## src/rtl/spi_slave_mode_if.sv

```systemverilog
`timescale 1ns/1ps
`default_nettype none
// ============================================================================
//  Module   : spi_slave_mode_if
//  Purpose  : Bundle of SPI host pins and the word-level RX/TX handshake seen
//             by the register/command decoder. The slave modport is the
//             view of spi_slave_mode; the master modport is the opposite side.
//  Revision : 1.0  initial release
// ============================================================================
interface spi_slave_mode_if #(
  parameter int unsigned WIDTH = 8
);
  // Host pins
  logic             spi_clk;
  logic             spi_mosi;
  logic             spi_cs;
  logic             spi_miso;
  logic             spi_miso_oe;
  // Word-level side
  logic [WIDTH-1:0] rx_data;
  logic             rx_valid;
  logic [WIDTH-1:0] tx_data;
  logic             tx_load;
  logic             tx_ready;
  logic             tx_underrun;
  logic             abort;

  modport slave (
    input  spi_clk, spi_mosi, spi_cs, tx_data, tx_load,
    output spi_miso, spi_miso_oe, rx_data, rx_valid, tx_ready, tx_underrun, abort
  );

  modport master (
    output spi_clk, spi_mosi, spi_cs, tx_data, tx_load,
    input  spi_miso, spi_miso_oe, rx_data, rx_valid, tx_ready, tx_underrun, abort
  );
endinterface
`default_nettype wire

```

## src/rtl/spi_slave_mode.sv

```systemverilog
`timescale 1ns/1ps
`default_nettype none
// ============================================================================
//  Module   : spi_slave_mode
//  Purpose  : Parametrised full-duplex SPI slave. Host pins are synchronised
//             into the clk_i domain by 3-flop chains and edge-detected there,
//             so clk_i must run at least 8x the SPI clock. Provides received
//             words with a one-cycle valid pulse, a one-word TX holding
//             buffer, underrun fill and mid-word abort reporting.
//  Revision : 1.0  initial release
// ============================================================================
module spi_slave_mode #(
  parameter int unsigned      WIDTH         = 8,     // bits per word, 2..32
  parameter bit               CPOL          = 1'b0,  // SPI clock idle level
  parameter bit               CPHA          = 1'b0,  // 0: sample leading edge
  parameter bit               MSB_FIRST     = 1'b1,  // 1: MSB shifted first
  parameter logic [WIDTH-1:0] UNDERRUN_FILL = '1     // sent when TX is empty
) (
  input wire              clk_i,
  input wire              rst_ni,
  spi_slave_mode_if.slave bus
);

  localparam int unsigned     CW       = $clog2(WIDTH);
  localparam logic [CW-1:0]   LAST_BIT = CW'(WIDTH - 1);

  typedef enum logic [0:0] {
    ST_IDLE   = 1'b0,
    ST_ACTIVE = 1'b1
  } state_e;

  // --------------------------------------------------------------------------
  // Registers
  // --------------------------------------------------------------------------
  logic [2:0]       sclk_q;
  logic [2:0]       mosi_q;
  logic [2:0]       cs_q;

  state_e           state_q;
  logic             oe_q;

  logic [CW-1:0]    count_q,    count_d;
  logic [WIDTH-1:0] rx_shift_q, rx_shift_d;
  logic [WIDTH-1:0] rx_data_q,  rx_data_d;
  logic             rx_valid_q, rx_valid_d;
  logic             abort_q,    abort_d;
  logic [WIDTH-1:0] tx_shift_q, tx_shift_d;
  logic [WIDTH-1:0] hold_q,     hold_d;
  logic             tx_ready_q, tx_ready_d;
  logic             underrun_q, underrun_d;

  // --------------------------------------------------------------------------
  // Combinational decode
  // --------------------------------------------------------------------------
  logic             lead_edge;
  logic             trail_edge;
  logic             sample_edge;
  logic             shift_edge;
  logic             cs_high;
  logic             mosi_bit;
  logic             in_frame;
  logic             do_sample;
  logic             do_shift;
  logic             frame_start;
  logic             frame_end;
  logic             load_point;
  logic [WIDTH-1:0] rx_next;
  logic [WIDTH-1:0] tx_shifted;
  logic             miso_bit;

  // Oldest stage [2] is the previous level, stage [1] the newer one.
  assign lead_edge   = (sclk_q[2] == CPOL) && (sclk_q[1] != CPOL);
  assign trail_edge  = (sclk_q[2] != CPOL) && (sclk_q[1] == CPOL);
  assign sample_edge = CPHA ? trail_edge : lead_edge;
  assign shift_edge  = CPHA ? lead_edge  : trail_edge;
  assign cs_high     = cs_q[2];
  assign mosi_bit    = mosi_q[2];

  // Edges coinciding with CS seen high, or arriving while idle, are ignored.
  assign in_frame    = (state_q == ST_ACTIVE) && !cs_high;
  assign do_sample   = in_frame && sample_edge;
  assign do_shift    = in_frame && shift_edge;
  assign frame_start = (state_q == ST_IDLE) && !cs_high;
  assign frame_end   = (state_q == ST_ACTIVE) && cs_high;

  // A shift edge with the counter at zero always opens a new word: for CPHA=1
  // it is the first edge of the word, for CPHA=0 it follows the final sample
  // edge of the previous word. CPHA=0 additionally needs the first bit on
  // MISO before any clock edge, hence the load at CS fall.
  assign load_point  = (do_shift && (count_q == '0)) ||
                       (!CPHA && frame_start);

  generate
    if (MSB_FIRST) begin : g_msb_first
      assign rx_next    = {rx_shift_q[WIDTH-2:0], mosi_bit};
      assign tx_shifted = {tx_shift_q[WIDTH-2:0], 1'b0};
      assign miso_bit   = tx_shift_q[WIDTH-1];
    end else begin : g_lsb_first
      assign rx_next    = {mosi_bit, rx_shift_q[WIDTH-1:1]};
      assign tx_shifted = {1'b0, tx_shift_q[WIDTH-1:1]};
      assign miso_bit   = tx_shift_q[0];
    end
  endgenerate

  // Bring the asynchronous host pins into the clk_i domain, preset to idle.
  always_ff @(posedge clk_i or negedge rst_ni) begin
    if (!rst_ni) begin
      sclk_q <= {3{CPOL}};
      mosi_q <= 3'b000;
      cs_q   <= 3'b111;
    end else begin
      sclk_q <= {sclk_q[1:0], bus.spi_clk};
      mosi_q <= {mosi_q[1:0], bus.spi_mosi};
      cs_q   <= {cs_q[1:0], bus.spi_cs};
    end
  end

  // Frame state machine; MISO output enable tracks the ACTIVE state.
  always_ff @(posedge clk_i or negedge rst_ni) begin
    if (!rst_ni) begin
      state_q <= ST_IDLE;
      oe_q    <= 1'b0;
    end else begin
      case (state_q)
        ST_IDLE: begin
          if (!cs_high) begin
            state_q <= ST_ACTIVE;
            oe_q    <= 1'b1;
          end
        end
        ST_ACTIVE: begin
          if (cs_high) begin
            state_q <= ST_IDLE;
            oe_q    <= 1'b0;
          end
        end
        default: begin
          state_q <= ST_IDLE;
          oe_q    <= 1'b0;
        end
      endcase
    end
  end

  // Next-state for the receive path, transmit path and status pulses.
  always_comb begin
    count_d    = count_q;
    rx_shift_d = rx_shift_q;
    rx_data_d  = rx_data_q;
    rx_valid_d = 1'b0;
    abort_d    = 1'b0;
    tx_shift_d = tx_shift_q;
    hold_d     = hold_q;
    tx_ready_d = tx_ready_q;
    underrun_d = 1'b0;

    // CS rising: partial words are dropped; only a non-zero count is an abort.
    if (frame_end) begin
      abort_d    = (count_q != '0);
      count_d    = '0;
      rx_shift_d = '0;
      tx_shift_d = '0;
    end

    if (do_sample) begin
      rx_shift_d = rx_next;
      if (count_q == LAST_BIT) begin
        rx_data_d  = rx_next;
        rx_valid_d = 1'b1;
        count_d    = '0;
      end else begin
        count_d    = count_q + 1'b1;
      end
    end

    if (load_point) begin
      if (!tx_ready_q) begin
        // Holding register occupied: move it into the shifter.
        tx_shift_d = hold_q;
        tx_ready_d = 1'b1;
      end else if (bus.tx_load) begin
        // Word arrives exactly at the load point: bypass the holding register.
        tx_shift_d = bus.tx_data;
      end else begin
        tx_shift_d = UNDERRUN_FILL;
        underrun_d = 1'b1;
      end
    end else begin
      if (do_shift) begin
        tx_shift_d = tx_shifted;
      end
      // A load while the holding register is full is dropped.
      if (bus.tx_load && tx_ready_q) begin
        hold_d     = bus.tx_data;
        tx_ready_d = 1'b0;
      end
    end
  end

  // Datapath and status registers.
  always_ff @(posedge clk_i or negedge rst_ni) begin
    if (!rst_ni) begin
      count_q    <= '0;
      rx_shift_q <= '0;
      rx_data_q  <= '0;
      rx_valid_q <= 1'b0;
      abort_q    <= 1'b0;
      tx_shift_q <= '0;
      hold_q     <= '0;
      tx_ready_q <= 1'b1;
      underrun_q <= 1'b0;
    end else begin
      count_q    <= count_d;
      rx_shift_q <= rx_shift_d;
      rx_data_q  <= rx_data_d;
      rx_valid_q <= rx_valid_d;
      abort_q    <= abort_d;
      tx_shift_q <= tx_shift_d;
      hold_q     <= hold_d;
      tx_ready_q <= tx_ready_d;
      underrun_q <= underrun_d;
    end
  end

  assign bus.spi_miso    = miso_bit;
  assign bus.spi_miso_oe = oe_q;
  assign bus.rx_data     = rx_data_q;
  assign bus.rx_valid    = rx_valid_q;
  assign bus.tx_ready    = tx_ready_q;
  assign bus.tx_underrun = underrun_q;
  assign bus.abort       = abort_q;

endmodule
`default_nettype wire

```

## src/flat_wrapper.sv

```systemverilog
// flat-port wrapper written by rule: the top's interface ports become plain ports
module spi_slave_mode_flat 
#(
  parameter int unsigned      WIDTH         = 8,                            
  parameter bit               CPOL          = 1'b0,                         
  parameter bit               CPHA          = 1'b0,                           
  parameter bit               MSB_FIRST     = 1'b1,                         
  parameter logic [WIDTH-1:0] UNDERRUN_FILL = '1                             
)
  (clk_i, rst_ni, bus_spi_clk, bus_spi_mosi, bus_spi_cs, bus_tx_data, bus_tx_load, bus_spi_miso, bus_spi_miso_oe, bus_rx_data, bus_rx_valid, bus_tx_ready, bus_tx_underrun, bus_abort);
  spi_slave_mode_if #(.WIDTH(WIDTH)) bus_i ();
  input wire clk_i;
  input wire rst_ni;
  input wire logic [$bits(bus_i.spi_clk)-1:0] bus_spi_clk;
  input wire logic [$bits(bus_i.spi_mosi)-1:0] bus_spi_mosi;
  input wire logic [$bits(bus_i.spi_cs)-1:0] bus_spi_cs;
  input wire logic [$bits(bus_i.tx_data)-1:0] bus_tx_data;
  input wire logic [$bits(bus_i.tx_load)-1:0] bus_tx_load;
  output wire logic [$bits(bus_i.spi_miso)-1:0] bus_spi_miso;
  output wire logic [$bits(bus_i.spi_miso_oe)-1:0] bus_spi_miso_oe;
  output wire logic [$bits(bus_i.rx_data)-1:0] bus_rx_data;
  output wire logic [$bits(bus_i.rx_valid)-1:0] bus_rx_valid;
  output wire logic [$bits(bus_i.tx_ready)-1:0] bus_tx_ready;
  output wire logic [$bits(bus_i.tx_underrun)-1:0] bus_tx_underrun;
  output wire logic [$bits(bus_i.abort)-1:0] bus_abort;
  assign bus_i.spi_clk = bus_spi_clk;
  assign bus_i.spi_mosi = bus_spi_mosi;
  assign bus_i.spi_cs = bus_spi_cs;
  assign bus_i.tx_data = bus_tx_data;
  assign bus_i.tx_load = bus_tx_load;
  assign bus_spi_miso = bus_i.spi_miso;
  assign bus_spi_miso_oe = bus_i.spi_miso_oe;
  assign bus_rx_data = bus_i.rx_data;
  assign bus_rx_valid = bus_i.rx_valid;
  assign bus_tx_ready = bus_i.tx_ready;
  assign bus_tx_underrun = bus_i.tx_underrun;
  assign bus_abort = bus_i.abort;
  spi_slave_mode #(.WIDTH(WIDTH), .CPOL(CPOL), .CPHA(CPHA), .MSB_FIRST(MSB_FIRST), .UNDERRUN_FILL(UNDERRUN_FILL)) u_core (.clk_i(clk_i), .rst_ni(rst_ni), .bus(bus_i));
endmodule
```

## config.mk

```make
export PLATFORM = sky130hd
export DESIGN_NAME = spi_slave_mode_flat
export DESIGN_NICKNAME = d
export VERILOG_FILES = /design/src/rtl/spi_slave_mode_if.sv /design/src/rtl/spi_slave_mode.sv /design/src/flat_wrapper.sv
export SDC_FILE = /design/constraint.sdc
export NUM_CORES = 1
export LEC_CHECK = 0
export CAP_MARGIN = 10
export CORE_AREA = 4 4 56 96
export DETAILED_ROUTE_END_ITERATION = 10
export DIE_AREA = 0 0 60 100
export PLACE_DENSITY = 0.74
export SKIP_LAST_GASP = 1
export SYNTH_ARGS = -nofsm -noshare
export SYNTH_HDL_FRONTEND = slang
export SYNTH_SLANG_ARGS = --single-unit
```

## constraint.sdc

```tcl
create_clock -name clk_i -period 4.4 [get_ports clk_i]
set_clock_uncertainty 0.15 [all_clocks]
set_input_delay 0.88 -clock clk_i [delete_from_list [all_inputs] [get_ports clk_i]]
set_output_delay 0.88 -clock clk_i [all_outputs]
set_load 0.05 [all_outputs]
```

==> results.yml <==
power:
  peakVddDrop_mv: 0.292
  cellPowerDensity_mw_per_mm2: 392
  cellLeakagePower_nw: 1.14
worst_setup_path:
  reg2reg_depth: 6
  crit_slowest_cell: "clkdlybuf4s50_1"
  timing.rr.start: "u_core.cs_q[2]"
  worst-setup-path-type: "flip-flop to output port"
  cp_cell_sequence: "clkdlybuf4s50_1"
  cpPeakStageDelay_ns: 0.84
  crit_arrival_ns: 1.80
  endpoint_kind: "output port"
  crit_family: "buffers and inverters"
  r2r-end: "u_core.bus.rx_data[0]"
  r2r_slack_ns: 2.13
  critical_path.startpoint_type: "flip-flop"
  cp_max_fo: 13
  cp_num_buf_inv: 1
  critPathRequiredTime_ns: 3.37
timing:
  setup_viol: 0
  final-max-slew-violation-count: 0
  tightest_slew_ns: 1.04
  period_share: 0.643
  rsz0062_at_grt: "no"
  slew_headroom: 0.306
  fin_crit_ns: 2.83
  hold_slack_ns: 0.206
  max_freq_mhz: 354
  finalSetupTns_ns: 0
  hold_viol: 0
synth:
  avgSynthCellArea_um2: 12.9
  ys.warnings.count: 0
  yosysUniqueCellTypes: 29
  synth_nets: 177
  syn_area_mm2: 0.00202
  syn_inst: 157
  ys_ff_latch: 49
  yosysSeqAreaShare: 0.609
routing:
  wirelength_um: 3590
  drc: 0
  vias: 1274
  via_per_inst: 5.33
  drt_iter0_drc: 50
  dr.pass1.iters: 4
  wire_per_inst_um: 15.0
  drtAntennaViolNets: 0
final_layout:
  area_growth_pct: 19.6
  insertedDiodeCount: 0
  drive_above_1_share: 0.182
  nFillCells: 410
  nets: 206
clock_tree:
  cts.htree.levels: 2
  hold_buffers: 0
  cts_buffers: 5
  cts_tree: "yes"
  clockBufferDepth: 2
  clk_pin_slew_ns: 0.08
  cts_resized: 0
  cts_root_buf: "clkbuf_8"
  clk_latency_ns: 0.29
  cts_sinks: 49
  post_cts_buffers: 0
floorplanning:
  core_mm2: 0.00462
  dieWidth_um: 60
  dieArea_mm2: 0.00600
  die_h_um: 100
  rows: 33
  initial_core_util: 0.437
  io_pins: 28
global_route:
  grt_pass1_wl_um: 6200
  grt_max_degree: 50
  grt_overflow: 0
  antenna_found_initial: 0
  grt_pass1_vias: 1349
  grt_usage: 0.137
hold_path:
  min_path_cells: 0
  hold_class: "flip-flop to flip-flop"
  holdPathEnd: "u_core.mosi_q[1]"
  hp-start: "u_core.mosi_q[0]"
placed_design:
  io_buffers: 27
  place_hpwl_um: 2480
  gp_congestion: 0.808
job:
  cap_violations: 0
run_status:
  run_status: "complete, no violations"
[layout make-up]
cell class / count / area, um^2 / area share
clock buffers: 7 / 96.3 / 0.0398
clock inverters: 1 / 5.00 / 0.00207
inverters: 5 / 18.8 / 0.00776
multi-input cells: 98 / 737 / 0.305
flip-flops and latches: 49 / 1230 / 0.509
well taps: 52 / 65.1 / 0.0269
repair buffers: 27 / 265 / 0.110
[power by group]
part           switching (mW)  internal (mW)
clock network           0.140          0.142
logic                  0.0694         0.0732
registers              0.0274          0.495
[registers in the layout, summed over array words and instances, names as in the netlist]
name,count
u_core.count_q,3
u_core.bus.rx_data,8
u_core.bus.spi_miso_oe,1
u_core.bus.tx_ready,1
u_core.hold_q,8
u_core.cs_q,3
u_core.sclk_q,3
u_core.mosi_q,3
u_core.rx_shift_q,7
u_core.state_q,1
u_core.bus.tx_underrun,1
u_core.tx_shift_q,8
u_core.bus.rx_valid,1
u_core.bus.abort,1
[per-stage QoR]
stage	cells	power, mW	util	area (um^2)	worst slack [ns]
2_1_floorplan	157	0.625	-	2020	2.30
6_report	239	0.947	0.523	2420	1.57
5_1_grt	239	0.995	0.523	2420	1.51
3_3_place_gp	231	0.672	0.501	2320	1.91
4_1_cts	239	0.963	0.523	2420	1.56
3_5_place_dp	231	0.675	0.501	2320	1.90
[cells in the final DEF (no fill, tap or decap)]
| master | netlist | layout |
|---|---|---|
| ha_1 | 6 | 6 |
| o22ai_1 | 6 | 6 |
| a221o_1 | 5 | 5 |
| dfstp_2 | 4 | 4 |
| or3_1 | 1 | 1 |
| or2_2 | 1 | 1 |
| and2_2 | 1 | 1 |
| mux2_2 | 8 | 8 |
| nand2b_1 | 5 | 5 |
| o21ai_0 | 2 | 2 |
| a21oi_1 | 2 | 2 |
| a21oi_4 | 1 | 1 |
| inv_1 | 5 | 5 |
| clkinv_2 | 0 | 1 |
| nor3_1 | 1 | 1 |
| nand3b_1 | 10 | 10 |
| and3b_2 | 1 | 1 |
| nor2_1 | 9 | 9 |
| clkbuf_8 | 0 | 7 |
| clkdlybuf4s50_1 | 0 | 26 |
| nor2b_1 | 1 | 1 |
| nand2_1 | 22 | 22 |
| mux2_4 | 8 | 8 |
| o211ai_1 | 1 | 1 |
| buf_2 | 0 | 1 |
| o31ai_1 | 2 | 2 |
| o221ai_1 | 1 | 1 |
| and3_4 | 1 | 1 |
| dfrtp_1 | 45 | 45 |
| and2_1 | 1 | 1 |
| a22oi_1 | 2 | 2 |
[layer usage]
layer / share of wire / vias to the layer above / track usage
met5: 0 / - / 0
met4: 0.025 / 0 / 0.0683
met3: 0.045 / 9 / 0.0373
met2: 0.50 / 35 / 0.216
met1: 0.43 / 629 / 0.168
li1: - / 601 / -
[cell families after synthesis]
kind of cell	synth area share
AO/OA/AOI/OAI	0.0842
adder cells (fa/ha/maj)	0.0371
buffers and inverters	0.0266
flip-flops	0.609
multiplexers	0.104
AND/OR/NAND/NOR	0.139
[synthesized netlist by cell type]
cell,instances,area share
buf_12,1,0.0099
or2_2,1,0.0031
nand2_1,22,0.041
a22oi_1,2,0.0074
a221o_1,5,0.025
mux2_2,8,0.045
nor2b_1,1,0.0031
o211ai_1,1,0.0037
o22ai_1,6,0.019
nand3b_1,10,0.037
and2_2,1,0.0037
and2_1,1,0.0031
a21oi_4,1,0.0080
o221ai_1,1,0.0043
clkbuf_1,4,0.0074
a21oi_1,2,0.0050
nand2b_1,5,0.015
and3b_2,1,0.0050
ha_1,6,0.037
nor3_1,1,0.0025
or3_1,1,0.0031
nor2_1,9,0.017
mux2_4,8,0.059
dfstp_2,4,0.052
o21ai_0,2,0.0050
dfrtp_1,45,0.56
inv_1,5,0.0093
and3_4,1,0.0056
o31ai_1,2,0.0074
[worst reg2reg max path: stages (launching register included)]
cell and delay [ns]:
dfstp_2 0.38, inv_1 0.08, ha_1 0.16, nand2_1 0.06, nor2_1 0.54, nand2_1 0.42
mux2_2 0.38
[worst max path at each step]
stage	endpoint	cells after the start	slack (ns)	startpoint
4_1_cts	bus_tx_ready	1	1.56	u_core.bus.tx_ready
3_5_place_dp	bus_tx_ready	1	1.90	u_core.bus.tx_ready
3_3_place_gp	bus_tx_ready	1	1.91	u_core.bus.tx_ready
5_1_grt	bus_tx_ready	1	1.51	u_core.bus.tx_ready
6_report	bus_tx_ready	1	1.57	u_core.bus.tx_ready
2_1_floorplan	u_core.hold_q[0]	7	2.30	u_core.cs_q[2]
(Power assumes the default switching activity.)
